$ cat src/rtl/aes_ctrl_pkg.sv
// Shared types and constants for the AES-128 round sequencer.
package aes_ctrl_pkg;

    localparam int NUM_ROUNDS_DEF = 10;
    localparam int RND_W_DEF      = 4;

    typedef enum logic [2:0] {
        ST_IDLE  = 3'd0,
        ST_INIT  = 3'd1,
        ST_ROUND = 3'd2,
        ST_FINAL = 3'd3,
        ST_DONE  = 3'd4
    } state_e;

    // Bit positions inside the enable vector {SB,SR,MC,AR,KS}
    localparam int ENB_SB = 4;
    localparam int ENB_SR = 3;
    localparam int ENB_MC = 2;
    localparam int ENB_AR = 1;
    localparam int ENB_KS = 0;

    localparam logic [4:0] ENB_NONE  = 5'b00000;
    localparam logic [4:0] ENB_INIT  = 5'b00010;
    localparam logic [4:0] ENB_ALL   = 5'b11111;
    localparam logic [4:0] ENB_FINAL = 5'b11011;

endpackage

$ cat src/rtl/aes_round_decode.sv
// Combinational map from sequencer state and round count to core controls.
module aes_round_decode
    import aes_ctrl_pkg::*;
#(
    parameter int NUM_ROUNDS = NUM_ROUNDS_DEF,
    parameter int RND_W      = RND_W_DEF
) (
    input  state_e           state_i,
    input  logic [RND_W-1:0] rnd_i,
    output logic             accept_o,
    output logic [RND_W-1:0] rnd_no_o,
    output logic [4:0]       enb_o
);

    always_comb begin
        accept_o = 1'b0;
        rnd_no_o = '0;
        enb_o    = ENB_NONE;
        case (state_i)
            ST_INIT: begin
                accept_o = 1'b1;
                enb_o    = ENB_INIT;
            end
            ST_ROUND: begin
                rnd_no_o = rnd_i;
                enb_o    = ENB_ALL;
            end
            ST_FINAL: begin
                rnd_no_o = RND_W'(NUM_ROUNDS);
                enb_o    = ENB_FINAL;
            end
            default: ;
        endcase
    end

endmodule

$ cat src/rtl/aes_round_sequencer.sv
// Steps the iterative AES-128 core through initial AddRoundKey, full rounds and the final round.
//   state | meaning
//   IDLE  | waiting for start, core holds its result
//   INIT  | core loads plain_text ^ key and the raw key
//   ROUND | full round rnd (SB, SR, MC, AR, KS)
//   FINAL | last round, MixColumns skipped
//   DONE  | result valid until out_ack
module aes_round_sequencer
    import aes_ctrl_pkg::*;
#(
    parameter int NUM_ROUNDS = NUM_ROUNDS_DEF,
    parameter int RND_W      = RND_W_DEF
) (
    input  logic             clk,
    input  logic             rstn,
    input  logic             start,
    input  logic             abort,
    input  logic             out_ack,
    output logic             ready,
    output logic             busy,
    output logic             out_valid,
    output logic             accept,
    output logic [RND_W-1:0] rndNo,
    output logic             enbSB,
    output logic             enbSR,
    output logic             enbMC,
    output logic             enbAR,
    output logic             enbKS
);

    localparam logic [RND_W-1:0] LAST_FULL = RND_W'(NUM_ROUNDS - 1);

    state_e           state_q;
    logic [RND_W-1:0] rnd_q;
    logic [4:0]       enb;

    always_ff @(posedge clk) begin
        if (!rstn) begin
            state_q <= ST_IDLE;
            rnd_q   <= '0;
        end else begin
            case (state_q)
                ST_IDLE: begin
                    // abort wins over a simultaneous start
                    if (start && !abort) begin
                        state_q <= ST_INIT;
                        rnd_q   <= RND_W'(1);
                    end
                end
                ST_INIT: begin
                    if (abort) begin
                        state_q <= ST_IDLE;
                        rnd_q   <= '0;
                    end else begin
                        state_q <= ST_ROUND;
                    end
                end
                ST_ROUND: begin
                    if (abort) begin
                        state_q <= ST_IDLE;
                        rnd_q   <= '0;
                    end else begin
                        rnd_q <= rnd_q + RND_W'(1);
                        if (rnd_q >= LAST_FULL) begin
                            state_q <= ST_FINAL;
                        end
                    end
                end
                ST_FINAL: begin
                    if (abort) begin
                        state_q <= ST_IDLE;
                        rnd_q   <= '0;
                    end else begin
                        state_q <= ST_DONE;
                    end
                end
                ST_DONE: begin
                    if (abort || out_ack) begin
                        state_q <= ST_IDLE;
                        rnd_q   <= '0;
                    end
                end
                default: begin
                    state_q <= ST_IDLE;
                    rnd_q   <= '0;
                end
            endcase
        end
    end

    // Every output is decoded from registers only; illegal encodings decode to all zero.
    assign ready     = (state_q == ST_IDLE);
    assign busy      = (state_q == ST_INIT) || (state_q == ST_ROUND) || (state_q == ST_FINAL);
    assign out_valid = (state_q == ST_DONE);

    aes_round_decode #(
        .NUM_ROUNDS (NUM_ROUNDS),
        .RND_W      (RND_W)
    ) u_decode (
        .state_i  (state_q),
        .rnd_i    (rnd_q),
        .accept_o (accept),
        .rnd_no_o (rndNo),
        .enb_o    (enb)
    );

    assign enbSB = enb[ENB_SB];
    assign enbSR = enb[ENB_SR];
    assign enbMC = enb[ENB_MC];
    assign enbAR = enb[ENB_AR];
    assign enbKS = enb[ENB_KS];

endmodule

$ cat config.mk
export PLATFORM = sky130hd
export DESIGN_NAME = aes_round_sequencer
export DESIGN_NICKNAME = d
export VERILOG_FILES = /design/src/rtl/aes_ctrl_pkg.sv /design/src/rtl/aes_round_decode.sv /design/src/rtl/aes_round_sequencer.sv
export SDC_FILE = /design/constraint.sdc
export NUM_CORES = 1
export LEC_CHECK = 0
export ABC_AREA = 1
export BUFFER_PORTS_ARGS = -buffer_cell sky130_fd_sc_hd__buf_2
export CORE_AREA = 5 5 42 44
export CTS_BUF_LIST = sky130_fd_sc_hd__clkbuf_8
export DETAILED_ROUTE_END_ITERATION = 10
export DIE_AREA = 0 0 47 49
export GPL_TIMING_DRIVEN = 0
export HOLD_SLACK_MARGIN = 0.06
export PLACE_DENSITY = 0.66
export SLEW_MARGIN = 25
export SYNTH_ARGS = -nofsm -noshare
export SYNTH_HDL_FRONTEND = slang
export SYNTH_SLANG_ARGS = --single-unit
$ cat constraint.sdc
create_clock -name clk -period 1.1 [get_ports clk]
set_input_delay 0.11 -clock clk [delete_from_list [all_inputs] [get_ports clk]]
set_output_delay 0.11 -clock clk [all_outputs]
set_load 0.1 [all_outputs]
==> flow_metrics.env, run 1 <==
export IMPL_place_gp_congestion=0.7830
export IMPL_slew_headroom_pct=83.30
export IMPL_r2r_start="state_q[1]$_SDFFE_PN0P_"
export IMPL_worst_slew_pin_slew_ns=0.2503
export IMPL_worst_path_buf_inv=2
export IMPL_final_setup_viol_count=20
export IMPL_synth_mux_area_share_pct=0
export IMPL_stdcell_count=130
export IMPL_cellLeakagePower_nw=0.5381
export IMPL_syn_area_per_cell_um2=7.046
export IMPL_p_sw_share_pct=40.92
export IMPL_place_port_buffers=17
export IMPL_drt_first_pass_iters=4
export IMPL_yosysUniqueCellTypes=22
export IMPL_synthDominantCellAreaShare_pct=26.17
export IMPL_core_area_mm2=0.001401
export IMPL_dieHeight_um=49
export IMPL_synth_compound_area_share_pct=9.346
export IMPL_placed_cells=109
export IMPL_max_cap_violations=0
export IMPL_fin_area_mm2=0.001279
export IMPL_final_util_pct=91.25
export IMPL_grt_max_degree=8
export IMPL_synth_area_leaders="dfxtp_1 (26%), nand2_1 (8.4%), ha_1 (7.0%), nor2_1 (6.3%), a21oi_1 (5.6%)"
export IMPL_numCtsBuffers=3
export IMPL_ctsHtreeMaxLevel=1
export IMPL_yosys_warnings=0
export IMPL_yosysTopAreaCell="dfxtp_1"
export IMPL_start_kind="register"
export IMPL_multi_input_area_um2=470.5
export IMPL_path_cells="buf_6 -> nor2_4 -> nand2_4 -> o21ai_4 -> buf_12"
export IMPL_wl_per_cell_um=18.40
export IMPL_internal_power_mw=0.7409
export IMPL_synth_xor_xnor_area_share_pct=1.636
export IMPL_register_area_um2=147.6
export IMPL_crit_path_end_kind="primary output"
export IMPL_crit_cells=5
export IMPL_status="finished with violations"
export IMPL_start_util_pct=38.21
export IMPL_yosysMostFrequentCell="nand2_1"
export IMPL_ios=18
export IMPL_period_minus_slack_ns=1.432
export IMPL_clkTransAtPathRegs_ns=0.04
export IMPL_syn_cell_area_um2=535.5
export IMPL_wl_um=2392
export IMPL_syn_num_nets=84
export IMPL_slowest_stage="dfxtp_1"
export IMPL_r2r_end="rnd_q[3]$_SDFFE_PN0P_"
export IMPL_clkPwrFrac_pct=28.0
export IMPL_synth_seq_cells=7
export IMPL_pre_cts_ws_ns=-0.3984
export IMPL_clockRootBuffer="clkbuf_8"
export IMPL_worstSetupStartpoint="state_q[2]$_SDFFE_PN0P_"
export IMPL_worst_endpoint_arrival_ns=1.32
export IMPL_drt_iter0_drc=35
export IMPL_crit_fanout=6
export IMPL_drive_gt1_share_pct=68.42
export IMPL_gr_total_overflow=0
export IMPL_synth_fa_ha_area_share_pct=7.009
export IMPL_antenna_found_initial=0
export IMPL_max_stage_delay_ns=0.30
export IMPL_grt_pass1_wl_um=2801
export IMPL_cts_tree="done"
export IMPL_endpoint="rndNo[3]"
export IMPL_dieArea_mm2=0.002303
export IMPL_comb_power_share_pct=48.6
export IMPL_synth_commonest_cells="nand2_1 (12), nor2_1 (9), inv_1 (8), dfxtp_1 (7), a21oi_1 (6)"
export IMPL_fill_cells=50
export IMPL_synth_edff_count=0
export IMPL_hpwl_um=1026
export IMPL_fin_nets=123
export IMPL_rsz0062_at_grt="yes"
export IMPL_power_density_mw_per_mm2=980.8
export IMPL_cts_sinks=7
export IMPL_finClkSkew_ns=0.002914
export IMPL_crit_type="reg -> out"
export IMPL_rrSetupSlack_ns=-0.21
export IMPL_synthCells=76
export IMPL_rows=14
export IMPL_violations="negative setup slack"
export IMPL_cts_max_path_buffers=2
export IMPL_ir_drop_uv=1073
export IMPL_antenna_left=0
export IMPL_vias=688
export IMPL_place_area_um2=775.7
export IMPL_crit_family="buffers and inverters"
export IMPL_worst_slack_ns=-0.3321
export IMPL_max_freq_mhz=698.3
export IMPL_ys_async_sr_fraction_pct=0
export IMPL_clk_latency_ns=0.23
export IMPL_vias_per_cell=5.292
export IMPL_drv_slew=0
export IMPL_final_hold_viol_count=0
export IMPL_grt_pass1_vias=630
export IMPL_seq_area_frac_synth_pct=26.17
export IMPL_die_width_um=47
export IMPL_switchingPower_mw=0.5132
export IMPL_min_period_over_period_pct=130.2
export IMPL_power_frac_seq_pct=23.4
export IMPL_required_ns=0.99
export IMPL_hold_path_class="in -> reg"
export IMPL_synth_main_ff_cell="dfxtp_1"
export IMPL_syn_to_final_growth_pct=138.8
export IMPL_worstRegToRegCells=7
export IMPL_synth_top_family_by_area="simple AND/OR/NAND/NOR gates"
export IMPL_yosys_area_share_simple_pct=40.19
export IMPL_n_antenna_cell=0
export IMPL_drc=0
export IMPL_grtUsageTotal_pct=16.88
==> sequential cells by signal, indices dropped and copies added (netlist names) <==
| signal | count |
|---|---|
| rnd_q | 4 |
| state_q | 3 |
==> stage by stage <==
step / power (mW) / hold WS (ns) / TNS, ns
after floorplan: 0.6295 / 0.2795 / -3.510
after global placement: 0.6812 / 0.4270 / -2.617
after detailed placement: 0.6865 / 0.4203 / -2.758
after CTS: 1.173 / 0.1919 / -3.159
after global routing: 1.309 / 0.2503 / -5.848
final: 1.254 / 0.2292 / -4.828
==> worst min path at each step <==
stage          depth (start not counted)                 endpoint   from
2_1_floorplan                          3    rnd_q[1]$_SDFFE_PN0P_  abort
4_1_cts                                3  state_q[1]$_SDFFE_PN0P_   rstn
3_3_place_gp                           3  state_q[0]$_SDFFE_PN0P_   rstn
3_5_place_dp                           3  state_q[0]$_SDFFE_PN0P_   rstn
6_report                               3  state_q[1]$_SDFFE_PN0P_   rstn
5_1_grt                                4    rnd_q[1]$_SDFFE_PN0P_  abort
==> area by class of cell <==
cell class / count / area share [%]
multi-input combinational: 53 / 36.79
timing repair buffer: 34 / 35.32
sequential: 7 / 11.55
inverter: 12 / 5.675
buffer: 4 / 5.577
clock buffer: 3 / 3.229
tap: 16 / 1.566
clock inverter: 1 / 0.2935
==> what timing repair did <==
item / CTS / global route
hold buffers: 0 / 0
setup endpoints to repair: 18 / 19
pin swaps: 12 / 11
gates resized for setup: 67 / 14
setup buffers: 7 / 11
==> cells by family (layout without fill, tap and decap cells) <==
family / Yosys count / count (layout)
xor gates and xnor gates: 1 / 1
AOI/OAI and AO/OA: 10 / 10
and+or+nand+nor: 39 / 39
buffers and inverters: 16 / 54
DFF: 7 / 7
adders and majority gates: 3 / 3
==> worst reg2reg max path, stage by stage, from the launching register on <==
cell and delay [ns]:
dfxtp_2 0.32, buf_12 0.14, buf_12 0.13, nor2_4 0.19
nand3_4 0.14, nand3_4 0.11, nand2_1 0.06, a21oi_1 0.14
==> cells in the final DEF, fill, tap and decap left out <==
cell type and n:
nor3_4 3, nand4_1 4, nand3_2 2, a21oi_2 2
nor2_4 9, o21ai_2 1, clkbuf_8 3, nand2_4 2
inv_6 2, dfxtp_1 3, nand2_8 1, nand2_2 2
buf_6 6, nand3_4 2, nor2_1 3, buf_4 10
buf_2 4, dfxtp_4 1, clkinv_8 1, o21ai_4 2
nand3_1 2, inv_2 3, buf_12 18, a21oi_1 4
o21ai_0 1, dfxtp_2 3, clkinv_4 1, inv_1 6
xor2_1 1, ha_1 3, nand2_1 9
==> power by group through the flow <==
stage	clock, mW	combinational, mW	sequential (mW)
3_5_place_dp	0	0.391	0.295
5_1_grt	0.379	0.635	0.294
6_report	0.352	0.610	0.293
3_3_place_gp	0	0.386	0.295
4_1_cts	0.350	0.525	0.297
2_1_floorplan	0	0.339	0.290
==> per-layer routing <==
layer | vias up | wire length (um) | global-route usage, %
met5 | - | 0 | 0
met4 | 0 | 34 | 6.912
met3 | 4 | 188 | 6.273
met2 | 49 | 1296 | 28.73
met1 | 314 | 873 | 17.74
li1 | 321 | - | -
Note: power is estimated with default switching activity, not from simulation.
==> inputs of run 2 (changes only) <==
Settings changed: PLACE_DENSITY 0.66 to 0.65, SKIP_CTS_REPAIR_TIMING from default to 1.
==> flow_metrics.env, run 2 (same netlist as run 1, synthesis figures left out) <==
export IMPL_drc=0
export IMPL_drt_first_pass_iters=4
export IMPL_rows=14
export IMPL_vias=617
export IMPL_hold_path_class="in -> reg"
export IMPL_final_hold_viol_count=0
export IMPL_n_antenna_cell=0
export IMPL_dieArea_mm2=0.002303
export IMPL_rsz0062_at_grt="yes"
export IMPL_worst_slack_ns=-0.2999
export IMPL_crit_family="buffers and inverters"
export IMPL_grtUsageTotal_pct=12.76
export IMPL_comb_power_share_pct=46.1
export IMPL_final_setup_viol_count=19
export IMPL_drt_iter0_drc=14
export IMPL_violations="negative setup slack"
export IMPL_cts_tree="done"
export IMPL_ctsHtreeMaxLevel=1
export IMPL_period_minus_slack_ns=1.400
export IMPL_stdcell_count=122
export IMPL_die_width_um=47
export IMPL_start_kind="register"
export IMPL_grt_pass1_wl_um=2152
export IMPL_switchingPower_mw=0.4692
export IMPL_antenna_found_initial=0
export IMPL_vias_per_cell=5.057
export IMPL_clk_latency_ns=0.22
export IMPL_ir_drop_uv=1203
export IMPL_power_frac_seq_pct=25.0
export IMPL_crit_type="reg -> out"
export IMPL_pre_cts_ws_ns=-0.3779
export IMPL_wl_per_cell_um=13.61
export IMPL_place_gp_congestion=0.7916
export IMPL_grt_max_degree=9
export IMPL_placed_cells=109
export IMPL_hpwl_um=1061
export IMPL_cts_max_path_buffers=2
export IMPL_min_period_over_period_pct=127.3
export IMPL_cellLeakagePower_nw=0.4765
export IMPL_start_util_pct=38.21
export IMPL_slew_headroom_pct=83.86
export IMPL_finClkSkew_ns=0.0004117
export IMPL_slowest_stage="dfxtp_1"
export IMPL_layout_commonest_cell="buf_12"
export IMPL_cts_sinks=7
export IMPL_regMostFlops="rnd_q"
export IMPL_gr_total_overflow=0
export IMPL_max_freq_mhz=714.3
export IMPL_fin_nets=115
export IMPL_core_area_mm2=0.001401
export IMPL_most_common_layout_cells="buf_12 (16), nand2_1 (11), nor2_4 (8)"
export IMPL_clockRootBuffer="clkbuf_8"
export IMPL_max_cap_violations=0
export IMPL_worst_endpoint_arrival_ns=1.29
export IMPL_largest_reg_flops=4
export IMPL_max_stage_delay_ns=0.30
export IMPL_grt_pass1_vias=542
export IMPL_power_mw=1.174
export IMPL_status="finished with violations"
export IMPL_crit_path_end_kind="primary output"
export IMPL_clkPwrFrac_pct=29.0
export IMPL_required_ns=0.99
export IMPL_place_port_buffers=17
export IMPL_path_cells="buf_6 -> nor2_4 -> nand2_4 -> o21ai_4 -> buf_12"
export IMPL_drive_gt1_share_pct=62.26
export IMPL_crit_fanout=7
export IMPL_worst_slew_pin_slew_ns=0.2418
export IMPL_reg_largest_list="rnd_q: 4 flops, state_q: 3 flops"
export IMPL_final_util_pct=83.13
export IMPL_antenna_left=0
export IMPL_worst_path_buf_inv=2
export IMPL_numCtsBuffers=3
export IMPL_ios=18
export IMPL_p_sw_share_pct=39.97
export IMPL_wl_um=1661
export IMPL_internal_power_mw=0.7046
export IMPL_clkTransAtPathRegs_ns=0.04
export IMPL_dieHeight_um=49
export IMPL_power_density_mw_per_mm2=1008
export IMPL_drv_slew=0
export IMPL_syn_to_final_growth_pct=117.5
run 2: cell types whose count changed in the layout (fill, tap and decap cells not counted), moves of 2 or more:
| cell | change |
|---|---|
| nand2_1 | +2 |
| inv_6 | -2 |
| buf_6 | -3 |
| buf_12 | -2 |
| buf_4 | -4 |
run 2: worst paths after layout:
kind / from / endpoint / slack [ns] / cells after the start
max: state_q[2]$_SDFFE_PN0P_ / rndNo[3] / -0.30 / 5
min: rstn / rnd_q[2]$_SDFFE_PN0P_ / 0.23 / 3
max reg2reg: state_q[2]$_SDFFE_PN0P_ / state_q[0]$_SDFFE_PN0P_ / -0.17 / 8
min reg2reg: rnd_q[3]$_SDFFE_PN0P_ / rnd_q[3]$_SDFFE_PN0P_ / 0.50 / 2
run 2: layout make-up:
| type | instances | area, um^2 |
|---|---|---|
| fill | 83 | 236.5 |
| timing repair buffer | 27 | 387.9 |
| buffer | 3 | 46.29 |
| multi-input combinational | 53 | 446.7 |
| clock inverter | 1 | 3.754 |
| clock buffer | 3 | 41.29 |
| inverter | 12 | 72.57 |
| tap | 16 | 20.02 |
| sequential | 7 | 146.4 |
run 2: power groups by stage:
| stage | registers (mW) | logic, mW | clock network (mW) |
|---|---|---|---|
| 5_1_grt | 0.295 | 0.570 | 0.377 |
| 6_report | 0.293 | 0.541 | 0.340 |
| 2_1_floorplan | 0.290 | 0.339 | 0 |
| 3_3_place_gp | 0.295 | 0.385 | 0 |
| 3_5_place_dp | 0.295 | 0.390 | 0 |
| 4_1_cts | 0.290 | 0.391 | 0.354 |
run 2: through the flow:
step,instance area [um^2],TNS (ns),hold WS (ns)
after floorplan,670.6,-3.510,0.2795
after global placement,775.7,-2.560,0.4266
after detailed placement,775.7,-2.677,0.4265
after CTS,820.8,-5.889,0.1941
after global routing,1165,-4.641,0.2312
final,1165,-3.388,0.2287
run 2: metal layers:
layer  vias up  part of all wire [%]  GRT usage, %  wire length (um)
met3         4                   4.8         5.535                80
met4         0                   1.6         4.147                26
li1        301                     -             -                 -
met1       294                    35         13.44               585
met5         -                     0             0                 0
met2        18                    58         21.72               968
run 2: worst reg2reg max path, stage by stage (launching register included):
cell and delay, ns:
dfxtp_1 0.30, buf_6 0.15, nor2_4 0.14, nand2_4 0.12
buf_4 0.17, nor2_4 0.08, nand2_1 0.07, nand4_1 0.09
nor2_1 0.05
